===== src/rtl/wb_clint_pkg.sv =====
// Shared register map and constants for the Wishbone core-local interruptor.
package wb_clint_pkg;

    localparam int unsigned PRESCALE_W = 16;

    // Word offsets on i_wb_adr[4:2]
    localparam logic [2:0] CLINT_MTIME_LO    = 3'd0;
    localparam logic [2:0] CLINT_MTIME_HI    = 3'd1;
    localparam logic [2:0] CLINT_MTIMECMP_LO = 3'd2;
    localparam logic [2:0] CLINT_MTIMECMP_HI = 3'd3;
    localparam logic [2:0] CLINT_MSIP        = 3'd4;
    localparam logic [2:0] CLINT_PRESCALE    = 3'd5;

    // Replace only the byte lanes enabled in sel.
    function automatic logic [31:0] byte_merge(input logic [31:0] old,
                                               input logic [31:0] wdat,
                                               input logic [3:0]  sel);
        logic [31:0] res;
        res = old;
        for (int i = 0; i < 4; i++) begin
            if (sel[i]) res[i*8 +: 8] = wdat[i*8 +: 8];
        end
        return res;
    endfunction

endpackage


===== src/rtl/wb_clint_prescaler.sv =====
// Down-counting prescaler: emits o_tick while the count is zero, then reloads.
module wb_clint_prescaler
    import wb_clint_pkg::*;
#(
    parameter logic [PRESCALE_W-1:0] RST_VAL = '0
) (
    input  logic                  i_clk,
    input  logic                  i_rst_n,
    input  logic                  i_load,
    input  logic [PRESCALE_W-1:0] i_reload,
    output logic                  o_tick
);

    logic [PRESCALE_W-1:0] cnt;

    always_ff @(posedge i_clk or negedge i_rst_n) begin
        if (!i_rst_n) begin
            cnt <= RST_VAL;
        end else if (i_load || cnt == '0) begin
            cnt <= i_reload;
        end else begin
            cnt <= cnt - PRESCALE_W'(1);
        end
    end

    // A load in the tick cycle still lets that tick through.
    assign o_tick = (cnt == '0);

endmodule


===== src/rtl/wb_clint.sv =====
// Wishbone CLINT: prescaled 64-bit mtime, mtimecmp compare and msip software interrupt.
module wb_clint
    import wb_clint_pkg::*;
#(
    parameter logic [PRESCALE_W-1:0] PRESCALE_RST = '0,
    parameter logic [63:0]           MTIMECMP_RST = 64'hFFFF_FFFF_FFFF_FFFF
) (
    input  logic        i_clk,
    input  logic        i_rst_n,
    input  logic [4:2]  i_wb_adr,
    input  logic [31:0] i_wb_dat,
    input  logic [3:0]  i_wb_sel,
    input  logic        i_wb_we,
    input  logic        i_wb_cyc,
    input  logic        i_wb_stb,
    output logic [31:0] o_wb_rdt,
    output logic        o_wb_ack,
    output logic        o_timer_irq,
    output logic        o_sw_irq
);

    logic [63:0]           mtime;
    logic [63:0]           mtimecmp;
    logic [31:0]           shadow;
    logic [PRESCALE_W-1:0] prescale;
    logic                  msip;

    logic                  req_c, wr_c, rd_c, tick_c;
    logic [31:0]           prescale_wr_c;
    logic [PRESCALE_W-1:0] prescale_nxt_c;
    logic [31:0]           rd_mux_c;

    // Ack is high for exactly one cycle, so a held strobe is served every other cycle.
    assign req_c = i_wb_cyc & i_wb_stb & ~o_wb_ack;
    assign wr_c  = req_c & i_wb_we;
    assign rd_c  = req_c & ~i_wb_we;

    assign prescale_wr_c  = byte_merge(32'(prescale), i_wb_dat, i_wb_sel);
    assign prescale_nxt_c = (wr_c && i_wb_adr == CLINT_PRESCALE) ?
                            prescale_wr_c[PRESCALE_W-1:0] : prescale;

    wb_clint_prescaler #(
        .RST_VAL (PRESCALE_RST)
    ) u_prescaler (
        .i_clk    (i_clk),
        .i_rst_n  (i_rst_n),
        .i_load   (wr_c && i_wb_adr == CLINT_PRESCALE),
        .i_reload (prescale_nxt_c),
        .o_tick   (tick_c)
    );

    always_comb begin
        rd_mux_c = '0;
        case (i_wb_adr)
            CLINT_MTIME_LO:    rd_mux_c = mtime[31:0];
            CLINT_MTIME_HI:    rd_mux_c = shadow;
            CLINT_MTIMECMP_LO: rd_mux_c = mtimecmp[31:0];
            CLINT_MTIMECMP_HI: rd_mux_c = mtimecmp[63:32];
            CLINT_MSIP:        rd_mux_c = 32'(msip);
            CLINT_PRESCALE:    rd_mux_c = 32'(prescale);
            default:           rd_mux_c = '0;
        endcase
    end

    always_ff @(posedge i_clk or negedge i_rst_n) begin
        if (!i_rst_n) begin
            o_wb_ack    <= 1'b0;
            o_wb_rdt    <= '0;
            o_timer_irq <= 1'b0;
            mtime       <= '0;
            mtimecmp    <= MTIMECMP_RST;
            shadow      <= '0;
            prescale    <= PRESCALE_RST;
            msip        <= 1'b0;
        end else begin
            o_wb_ack    <= req_c;
            o_wb_rdt    <= rd_c ? rd_mux_c : '0;
            o_timer_irq <= (mtime >= mtimecmp);
            prescale    <= prescale_nxt_c;

            // A write to either half of mtime drops this cycle's tick entirely.
            if (wr_c && i_wb_adr == CLINT_MTIME_LO) begin
                mtime[31:0] <= byte_merge(mtime[31:0], i_wb_dat, i_wb_sel);
            end else if (wr_c && i_wb_adr == CLINT_MTIME_HI) begin
                mtime[63:32] <= byte_merge(mtime[63:32], i_wb_dat, i_wb_sel);
            end else if (tick_c) begin
                mtime <= mtime + 64'd1;
            end

            if (wr_c && i_wb_adr == CLINT_MTIMECMP_LO) begin
                mtimecmp[31:0] <= byte_merge(mtimecmp[31:0], i_wb_dat, i_wb_sel);
            end
            if (wr_c && i_wb_adr == CLINT_MTIMECMP_HI) begin
                mtimecmp[63:32] <= byte_merge(mtimecmp[63:32], i_wb_dat, i_wb_sel);
            end

            if (wr_c && i_wb_adr == CLINT_MSIP && i_wb_sel[0]) begin
                msip <= i_wb_dat[0];
            end

            // Reading the low word freezes the high word for a following read.
            if (rd_c && i_wb_adr == CLINT_MTIME_LO) begin
                shadow <= mtime[63:32];
            end
        end
    end

    assign o_sw_irq = msip;

endmodule


===== config.mk =====
export PLATFORM = sky130hd
export DESIGN_NAME = wb_clint
export DESIGN_NICKNAME = d
export VERILOG_FILES = /design/src/rtl/wb_clint_pkg.sv /design/src/rtl/wb_clint_prescaler.sv /design/src/rtl/wb_clint.sv
export SDC_FILE = /design/constraint.sdc
export NUM_CORES = 1
export LEC_CHECK = 0
export CELL_PAD_IN_SITES_DETAIL_PLACEMENT = 0
export CELL_PAD_IN_SITES_GLOBAL_PLACEMENT = 2
export CORE_UTILIZATION = 35
export CTS_CLUSTER_DIAMETER = 120
export DETAILED_ROUTE_END_ITERATION = 10
export PLACE_DENSITY_LB_ADDON = 0.1
export SLEW_MARGIN = 10
export SYNTH_ARGS = -nofsm -noshare
export SYNTH_HDL_FRONTEND = slang
export SYNTH_HIERARCHICAL = 1
export SYNTH_SLANG_ARGS = --single-unit

===== constraint.sdc =====
create_clock -name i_clk -period 9.1 [get_ports i_clk]
set_clock_uncertainty 0.15 [all_clocks]
set_input_delay 2.73 -clock i_clk [delete_from_list [all_inputs] [get_ports i_clk]]
set_output_delay 2.73 -clock i_clk [all_outputs]
set_load 0.02 [all_outputs]

==> results of run 1 <==
==> metal layers <==
metal	GRT usage	up-vias	routed length, um
met5	0	-	0
met4	0.0773	0	1510
met3	0.0278	69	1820
met2	0.419	256	22400
met1	0.326	5372	20500
li1	-	5018	-
==> flip-flops by register name (all words and copies together) (netlist names) <==
register and flops:
shadow 32, o_timer_irq 1, o_wb_ack 1, prescale 16, o_sw_irq 1, o_wb_rdt 32, mtime 64, mtimecmp 64
u_prescaler/cnt 16
==> final cells by class <==
type / count / area [um^2]
repair buffers: 97 / 941
clock buffers: 37 / 806
well taps: 468 / 586
fillers: 3675 / 21400
clock inverters: 15 / 166
multi-input cells: 946 / 6700
flip-flops and latches: 227 / 5760
inverters: 76 / 285
==> cells by family after synthesis <==
family / after synthesis
DFF: 227
and+or+nand+nor: 375
AOI/OAI and AO/OA: 368
adders and majority gates: 66
xor gates and xnor gates: 11
muxes: 126
buffers and inverters: 142
==> worst max-delay path, cell delays in order <==
cell and delay (ps):
clkdlybuf4s50_1 460, buf_4 370, nor3b_2 240, buf_4 320
and2_1 800, nand2_1 120, a21oi_1 890, a21oi_1 150
a21oi_1 160
==> how the worst max path moves through the flow <==
| stage | from | slack, ps | to | depth (start not counted) |
|---|---|---|---|---|
| 2_1_floorplan | i_wb_adr[2] | 4260 | u_prescaler/cnt[0]$_DFF_PN0_ | 8 |
| 3_3_place_gp | i_wb_adr[2] | 2640 | mtime[36]$_DFFE_PN0P_ | 9 |
| 3_5_place_dp | i_wb_adr[2] | 2560 | mtime[38]$_DFFE_PN0P_ | 9 |
| 4_1_cts | i_wb_adr[2] | 3150 | mtime[35]$_DFFE_PN0P_ | 9 |
| 5_1_grt | i_wb_adr[2] | 2850 | mtime[38]$_DFFE_PN0P_ | 9 |
| 6_report | i_wb_adr[2] | 3150 | mtime[35]$_DFFE_PN0P_ | 9 |
==> power groups by stage <==
| stage | clock network, mW | registers [mW] | logic (mW) |
|---|---|---|---|
| 2_1_floorplan | 0 | 1.19 | 0.220 |
| 3_3_place_gp | 0 | 1.21 | 0.358 |
| 3_5_place_dp | 0 | 1.21 | 0.363 |
| 4_1_cts | 1.21 | 1.19 | 0.365 |
| 5_1_grt | 1.25 | 1.21 | 0.400 |
| 6_report | 1.18 | 1.19 | 0.359 |
==> layout by cell type, fill, tap and decap left out, types with 19 or more instances in the layout <==
cell type	n
nand2_1	98
o21ai_0	51
inv_1	76
a21oi_1	123
o22a_1	22
o22ai_1	19
dfrtp_1	163
nand4_1	29
clkdlybuf4s50_1	77
nor3_1	23
nand3_1	48
dfstp_2	64
nor2_1	93
ha_1	66
mux2_2	111
clkbuf_16	29
a22oi_1	57
==> stage by stage <==
step,instances,area (um^2)
3_3_place_gp,1814,14300
2_1_floorplan,1315,13000
3_5_place_dp,1814,14300
4_1_cts,1866,15200
5_1_grt,1866,15200
6_report,1866,15200
==> out/qor.txt, run 1 <==
Worst-Skew Late Latency -> 560 ps
CP Max Fanout -> 37
1st-pass router iterations -> 5
Leading area contributor after synthesis -> dfrtp_1
Mux contribution to synthesized area -> 0.116
First-pass GRT wire length -> 70000 um
WL final -> 46300 um
Post-route ant nets -> 0
Setup ws final -> 3150 ps
Ranking of synthesized cells by area -> dfrtp_1 (31%), dfstp_2 (13%), mux2_2 (9.6%)
Clk network pwr share -> 0.432
#FFs+latches synth -> 227
Synth Instances -> 1315
R2R Path End -> mtime[63]$_DFFE_PN0P_
Die area -> 0.0379 mm^2
Ys flop type -> dfrtp_1
Crit path DAT -> 6290 ps
DIE WIDTH -> 195 um
Chip height -> 195 um
Post_cts resized -> 0
Largest family of logic cells by synthesized area -> compound AO/OA/AOI/OAI gates
Hold-critical path depth -> 1
Gr ovfl total -> 0
H-tree levels -> 1
Post-Place Setup Slack -> 2560 ps
Row count -> 70
Worst R2R Setup Slack -> 4940 ps
DR DRC count -> 0
CTS tree -> done
Fraction of registers with async set/reset -> 1.00
IO Port Bufs -> 78
Initial antenna violation count -> 0
Launching point of the worst reg2reg path -> u_prescaler/cnt[0]$_DFF_PN0_
Seq pwr share -> 0.437
Gr usage total -> 0.246
Slew headroom -> 0.247
Max_cap viols -> 0
RSZ-0062 raised after global routing -> false
NumNets Final -> 1486
Post-synthesis sequential area ratio -> 0.443
Share of cells above drive strength 1 -> 0.202
Hold Path Origin -> o_wb_ack$_DFF_PN0_
Worst path required time -> 9440 ps
Synth unique cells -> 72
Int Power -> 1.98 mW
Cell Area, Synth -> 0.0130 mm^2
PwrDens -> 179 mW/mm^2
Num ports -> 79
Syn_nets -> 1425
CTS root buf -> clkbuf_16
Vias -> 10700
CTS buffer count -> 28
Fmax -> 168 MHz
Number of diodes -> 0
Final Hold Vio Count -> 0
Post-Syn Area per Cell -> 9.89 um^2
Worst Setup End Kind -> register
Syn-to-layout area delta -> 17.2%
Util after Layout -> 0.416
Final hold slack -> 332 ps
Final GP Congestion -> 0.851
Worst-case clock buffer depth -> 3
Post-synthesis compound-gate area fraction -> 0.185
Starting Density -> 0.355
TNS Setup -> 0 ps
Share of the synthesized area in the top cell type -> 0.314
Fin crit period -> 5950 ps
VDD IR max -> 0.128 mV
Average wire per standard cell -> 24.8 um
Final Cycle Share -> 0.654
Postcts setup bufs -> 0
Final Max Tran Viols -> 0
XOR/XNOR Fraction of Synth Area -> 0.00741
Critical Path Source Type -> input port
Largest net degree at the start of global routing -> 145
Gate power share -> 0.131
Initial DRC Count -> 700
Setup Viol. Count Final -> 0
Vias in the first global route -> 10600
Total power draw -> 2.73 mW
Critical path type -> in2reg
Hold buffer count at CTS -> 0
R2r worst-path depth -> 11
Hold crit path type -> reg2reg
Hold Path End -> o_wb_ack$_DFF_PN0_
Lkg Pwr -> 6.23 nW
EDFF count, synth -> 0
Synth Area in Simple Gates -> 0.142
Worst Max-Slew Pin Slew -> 1120 ps
Most common library cells after synthesis -> dfrtp_1 (163), a21oi_1 (123), mux2_2 (111), nand2_1 (100), nor2_1 (95)
Cell with the most instances after synthesis -> dfrtp_1
Switching Share -> 0.276
Count of warnings emitted by yosys -> 6
Status -> completed
Adder-cell share of the synthesized area -> 0.0635
Clk sink count -> 227
Switching Power -> 0.756 mW
Core area -> 0.0366 mm^2
Vias/cell -> 5.74
Post-DP HPWL -> 33100 um
Reg clk slew, reported paths -> 60 ps
Power figures use the tool's default switching activity.
==> run 2, diff against run 1 <==
==> constraint.sdc (replaced) <==
create_clock -name i_clk -period 5.6 [get_ports i_clk]
set_clock_uncertainty 0.15 [all_clocks]
set_input_delay 1.68 -clock i_clk [delete_from_list [all_inputs] [get_ports i_clk]]
set_output_delay 1.68 -clock i_clk [all_outputs]
set_load 0.02 [all_outputs]
==> run 2 against run 1 <==
Net effect:
- non-clock buffer count up 8
- die area unchanged
- critical path depth down 3
- sequential power up 64%
- cell count up 0.43%
- highest routed layer is now met5
- global-route usage up 0.19 points
==> out/qor.txt, run 2 (synthesis results as in run 1) <==
Critical path type -> in2reg
Post-DP HPWL -> 34000 um (+2.7%)
Final Max Tran Viols -> 0 (unchanged)
Most frequent cells in the layout -> dfrtp_1 (163), a21oi_1 (123), mux2_2 (111), nand2_1 (98), nor2_1 (93)
Total power draw -> 4.34 mW (+59%)
Post-route ant nets -> 0 (unchanged)
Worst-case clock buffer depth -> 3 (unchanged)
Worst path required time -> 5930 ps (-3510 ps)
Gr ovfl total -> 0 (unchanged)
IO Port Bufs -> 78 (unchanged)
Biggest regs -> mtime x64, mtimecmp x64
DR DRC count -> 0 (unchanged)
Num ports -> 79 (unchanged)
NumNets Final -> 1494 (+0.54%)
Die area -> 0.0379 mm^2 (unchanged)
Core area -> 0.0366 mm^2 (unchanged)
Setup Viol. Count Final -> 0 (unchanged)
Hold crit path type -> reg2reg
Vias -> 10700 (+0.093%)
Worst Max-Slew Pin Slew -> 1080 ps (-40.4 ps)
Share of cells above drive strength 1 -> 0.203 (+0.000271)
CTS buffer count -> 28 (unchanged)
Critical Path Source Type -> input port
Commonest non-fill, non-tap cell in the layout -> dfrtp_1
Worst Setup End Kind -> register
Fmax -> 230 MHz
Status -> completed
Util after Layout -> 0.417 (about the same)
VDD IR max -> 0.206 mV (+60%)
Gr usage total -> 0.248 (+0.00193)
Lkg Pwr -> 6.24 nW (+0.27%)
Post_cts resized -> 0 (unchanged)
1st-pass router iterations -> 5 (unchanged)
CTS root buf -> clkbuf_16
Chip height -> 195 um (unchanged)
M1 WL -> 20600 um (+0.43%)
Vias in the first global route -> 10900 (+2.5%)
Slew headroom -> 0.271 (+0.0234)
Final Cycle Share -> 0.775
Final Hold Vio Count -> 0 (unchanged)
Syn-to-layout area delta -> 17.3% (about the same)
Final GP Congestion -> 0.844 (-0.75%)
Top Layer Used -> met5
Wire length on met3 -> 1930 um (+6.3%)
Reg clk slew, reported paths -> 60 ps (about the same)
CTS tree -> done
DIE WIDTH -> 195 um (unchanged)
Row count -> 70 (unchanged)
DR WL met2 -> 22500 um (about the same)
CP Max Fanout -> 19 (-49%)
Initial DRC Count -> 690 (-1.4%)
Hold buffer count at CTS -> 0 (unchanged)
Largest net degree at the start of global routing -> 104 (-28%)
Postcts setup bufs -> 0 (unchanged)
Fin crit period -> 4340 ps
Number of diodes -> 0 (unchanged)
Max_cap viols -> 0 (unchanged)
Initial antenna violation count -> 1 (+1)
Vias/cell -> 5.72 (-0.33%)
Crit path DAT -> 4670 ps (-1620 ps)
Starting Density -> 0.355 (unchanged)
Clk sink count -> 227 (unchanged)
WL final -> 46600 um (+0.74%)
Average wire per standard cell -> 24.9 um (+0.31%)
TNS Setup -> 0 ps (unchanged)
PwrDens -> 285 mW/mm^2 (+59%)
H-tree levels -> 1 (unchanged)
First-pass GRT wire length -> 70500 um (+0.76%)
Worst-Skew Late Latency -> 560 ps (about the same)
RSZ-0062 raised after global routing -> false
[run 2: changes by cell type in the layout (fill, tap and decap cells not counted), sizes merged]
cell      change
clkinv        -4
clkinvlp      -1
bufinv        -2
clkbuf        +7
buf           +8
[run 2: final timing paths]
kind                                             to  cells past startpoint                          from  slack (ps)
max                        mtimecmp[60]$_DFFE_PN1P_                      6                   i_wb_adr[4]        1260
min                              o_wb_ack$_DFF_PN0_                      1            o_wb_ack$_DFF_PN0_         340
max reg2reg                   mtime[19]$_DFFE_PN0P_                     10  u_prescaler/cnt[0]$_DFF_PN0_        1710
min reg2reg                      o_wb_ack$_DFF_PN0_                      1            o_wb_ack$_DFF_PN0_         340
max in group asynchronous  mtimecmp[10]$_DFFE_PN1P_                      2                       i_rst_n        3240
min in group asynchronous     mtime[52]$_DFFE_PN0P_                      1                       i_rst_n        1040
[run 2: power by group]
group	switching [mW]	total, mW	internal (mW)
Clock	0.739	1.81	1.07
Sequential	0.131	1.95	1.81
Combinational	0.332	0.585	0.253
[run 2: layout make-up]
cell class              instances  area [um^2]
fillers                      3617        21400
inverters                      76          285
well taps                     468          586
clock buffers                  44          842
flip-flops and latches        227         5760
repair buffers                105         1010
multi-input cells             946         6700
clock inverters                 8         71.3
[run 2: through the flow]
step	hold slack, ps	setup slack [ps]	cell area (um^2)	instances
floorplan	295	1810	13000	1315
finish	338	1260	15300	1874
detailed placement	324	656	14300	1822
global placement	319	743	14300	1822
global route	362	1080	15300	1874
CTS	336	1260	15300	1874
[run 2: worst max-delay path, stage by stage]
cell             delay [ps]
clkdlybuf4s50_1         840
inv_1                   520
and3_1                  370
buf_4                   370
nand3_1                 450
mux2_2                  420
[run 2: layer usage]
metal,GRT usage,vias up
li1,-,5022
met1,0.322,5370
met2,0.420,245
met3,0.0345,86
met4,0.0884,2
met5,0,-
==> run 3, diff against run 2 <==
==> constraint.sdc (replaced) <==
create_clock -name i_clk -period 4.2 [get_ports i_clk]
set_clock_uncertainty 0.15 [all_clocks]
set_input_delay 1.26 -clock i_clk [delete_from_list [all_inputs] [get_ports i_clk]]
set_output_delay 1.26 -clock i_clk [all_outputs]
set_load 0.02 [all_outputs]
==> run 3 against run 2 <==
Net effect:
- critical path depth is 2 higher
- sequential cell count stayed put
- first-iteration DRC count increased by 21%
- clock power rose by 46%
- combinational power up 34%
- non-clock buffer count is 25 higher
- design area is 2.0% higher
- largest cell class unchanged
==> out/qor.txt, run 3 (synthesis results as in run 1) <==
Status -> completed
Setup ws final -> 681 ps (-578 ps)
CP Max Fanout -> 31 (+12)
Hold crit path type -> reg2reg
Lkg Pwr -> 6.42 nW (+2.8%)
Post-DP HPWL -> 34500 um (+1.4%)
Starting Density -> 0.355 (unchanged)
Fin crit period -> 3520 ps
Worst path required time -> 4490 ps (-1440 ps)
Worst-Skew Late Latency -> 560 ps (about the same)
Chip height -> 195 um (unchanged)
Reg clk slew, reported paths -> 60 ps (about the same)
Final Max Tran Viols -> 0 (unchanged)
WL final -> 46600 um (-0.13%)
Hold buffer count at CTS -> 0 (unchanged)
Final Hold Vio Count -> 0 (unchanged)
Share of cells above drive strength 1 -> 0.219 (+0.0167)
R2r worst-path depth -> 13 (+3)
RSZ-0062 raised after global routing -> false
Hold Path Origin -> shadow[28]$_DFFE_PN0P_
Vias in the first global route -> 10800 (-1.4%)
Hold Path End -> shadow[28]$_DFFE_PN0P_
Worst R2R Setup Slack -> 860 ps (-850 ps)
Layout filler cell count -> 3637 (+0.55%)
Core area -> 0.0366 mm^2 (unchanged)
FF/Latch Area -> 0.00576 mm^2 (unchanged)
CTS tree -> done
Post_cts resized -> 0 (unchanged)
Post-Place Setup Slack -> 227 ps (-428 ps)
Worst Setup End Kind -> register
Syn-to-layout area delta -> 19.7%
Slew headroom -> 0.332 (+0.0612)
1st-pass router iterations -> 8 (+3)
First-pass GRT wire length -> 71200 um (+0.97%)
Clk sink count -> 227 (unchanged)
Gr usage total -> 0.249 (+0.000800)
Most frequent cells in the layout -> dfrtp_1 (163), a21oi_1 (123), mux2_2 (111), nand2_1 (98), nor2_1 (93)
Initial DRC Count -> 832 (+21%)
R2R Path End -> mtime[63]$_DFFE_PN0P_
IO Port Bufs -> 78 (unchanged)
NumNets Final -> 1519 (+1.7%)
Launching point of the worst reg2reg path -> u_prescaler/cnt[0]$_DFF_PN0_
Postcts setup bufs -> 0 (unchanged)
Final Cycle Share -> 0.838
Multi-input logic area -> 0.00670 mm^2 (unchanged)
Max_cap viols -> 0 (unchanged)
Largest net degree at the start of global routing -> 63 (-39%)
PwrDens -> 387 mW/mm^2 (+36%)
Commonest non-fill, non-tap cell in the layout -> dfrtp_1
Row count -> 70 (unchanged)
TNS Setup -> 0 ps (unchanged)
Hold-critical path depth -> 2 (+1)
Worst Max-Slew Pin Slew -> 994 ps (-91.0 ps)
Post-route ant nets -> 0 (unchanged)
Critical Path Source Type -> input port
Number of diodes -> 0 (unchanged)
Critical path type -> in2reg
Final GP Congestion -> 0.835 (-1.1%)
Biggest regs -> mtime x64, mtimecmp x64
H-tree levels -> 1 (unchanged)
Vias -> 10800 (+1.1%)
DR DRC count -> 0 (unchanged)
VDD IR max -> 0.286 mV (+39%)
DIE WIDTH -> 195 um (unchanged)
Fmax -> 284 MHz
Average wire per standard cell -> 24.5 um (-1.4%)
Gr ovfl total -> 0 (unchanged)
Num ports -> 79 (unchanged)
Crit path DAT -> 3810 ps (-860 ps)
Setup Viol. Count Final -> 0 (unchanged)
CTS buffer count -> 28 (unchanged)
Vias/cell -> 5.71 (-0.18%)
Initial antenna violation count -> 0 (-1)
CTS root buf -> clkbuf_16
Worst-case clock buffer depth -> 3 (unchanged)
Die area -> 0.0379 mm^2 (unchanged)
-- run 3: cell count changes in the layout (fill, tap and decap cells not counted), moves of 2 or more --
cell       delta
clkbuf_8      +2
clkinv_2      -2
clkbuf_1      -4
bufinv_16     +3
buf_4        +23
buf_12        +2
-- run 3: stage by stage --
stage	util	power [mW]	cell area (um^2)	hold slack, ps	instances
global route	0.425	6.28	15600	366	1899
finish	0.425	6.02	15600	338	1899
floorplan	-	3.05	13000	295	1315
global placement	0.398	3.40	14600	326	1847
CTS	0.425	6.10	15600	338	1899
detailed placement	0.398	3.41	14600	325	1847
-- run 3: metal layers --
layer	routed length, um	vias to the layer above	GRT usage
met2	23000	255	0.431
met1	21100	5471	0.332
li1	-	5069	-
met5	0	-	0
met4	955	0	0.0566
met3	1560	53	0.0285
-- run 3: final cells by class --
| cell class | instances | area share |
|---|---|---|
| multi-input combinational | 946 | 0.430 |
| timing repair buffer | 130 | 0.0788 |
| clock inverter | 10 | 0.0100 |
| clock buffer | 42 | 0.0549 |
| inverter | 76 | 0.0183 |
| sequential | 227 | 0.370 |
| tap | 468 | 0.0376 |
-- run 3: how the worst max path moves through the flow --
stage | slack [ps] | endpoint | startpoint
2_1_floorplan | 830 | u_prescaler/cnt[0]$_DFF_PN0_ | i_wb_adr[2]
3_3_place_gp | 210 | mtime[31]$_DFFE_PN0P_ | i_wb_adr[3]
3_5_place_dp | 230 | mtime[10]$_DFFE_PN0P_ | i_wb_adr[3]
4_1_cts | 790 | mtime[63]$_DFFE_PN0P_ | u_prescaler/cnt[0]$_DFF_PN0_
5_1_grt | 610 | mtime[27]$_DFFE_PN0P_ | i_wb_adr[2]
6_report | 680 | mtime[0]$_DFFE_PN0P_ | i_wb_adr[2]
-- run 3: critical path, cell delays in order --
cell and delay, ps:
clkdlybuf4s50_1 580, buf_4 340, nor3_2 540, nand2_2 380, buf_4 320, nand3_1 90, o21ai_0 80, a31o_2 210
-- run 3: where the power goes --
part | internal, mW | total [mW] | switching, mW
logic | 0.346 | 0.783 | 0.437
registers | 2.42 | 2.59 | 0.167
clock network | 1.64 | 2.65 | 1.01
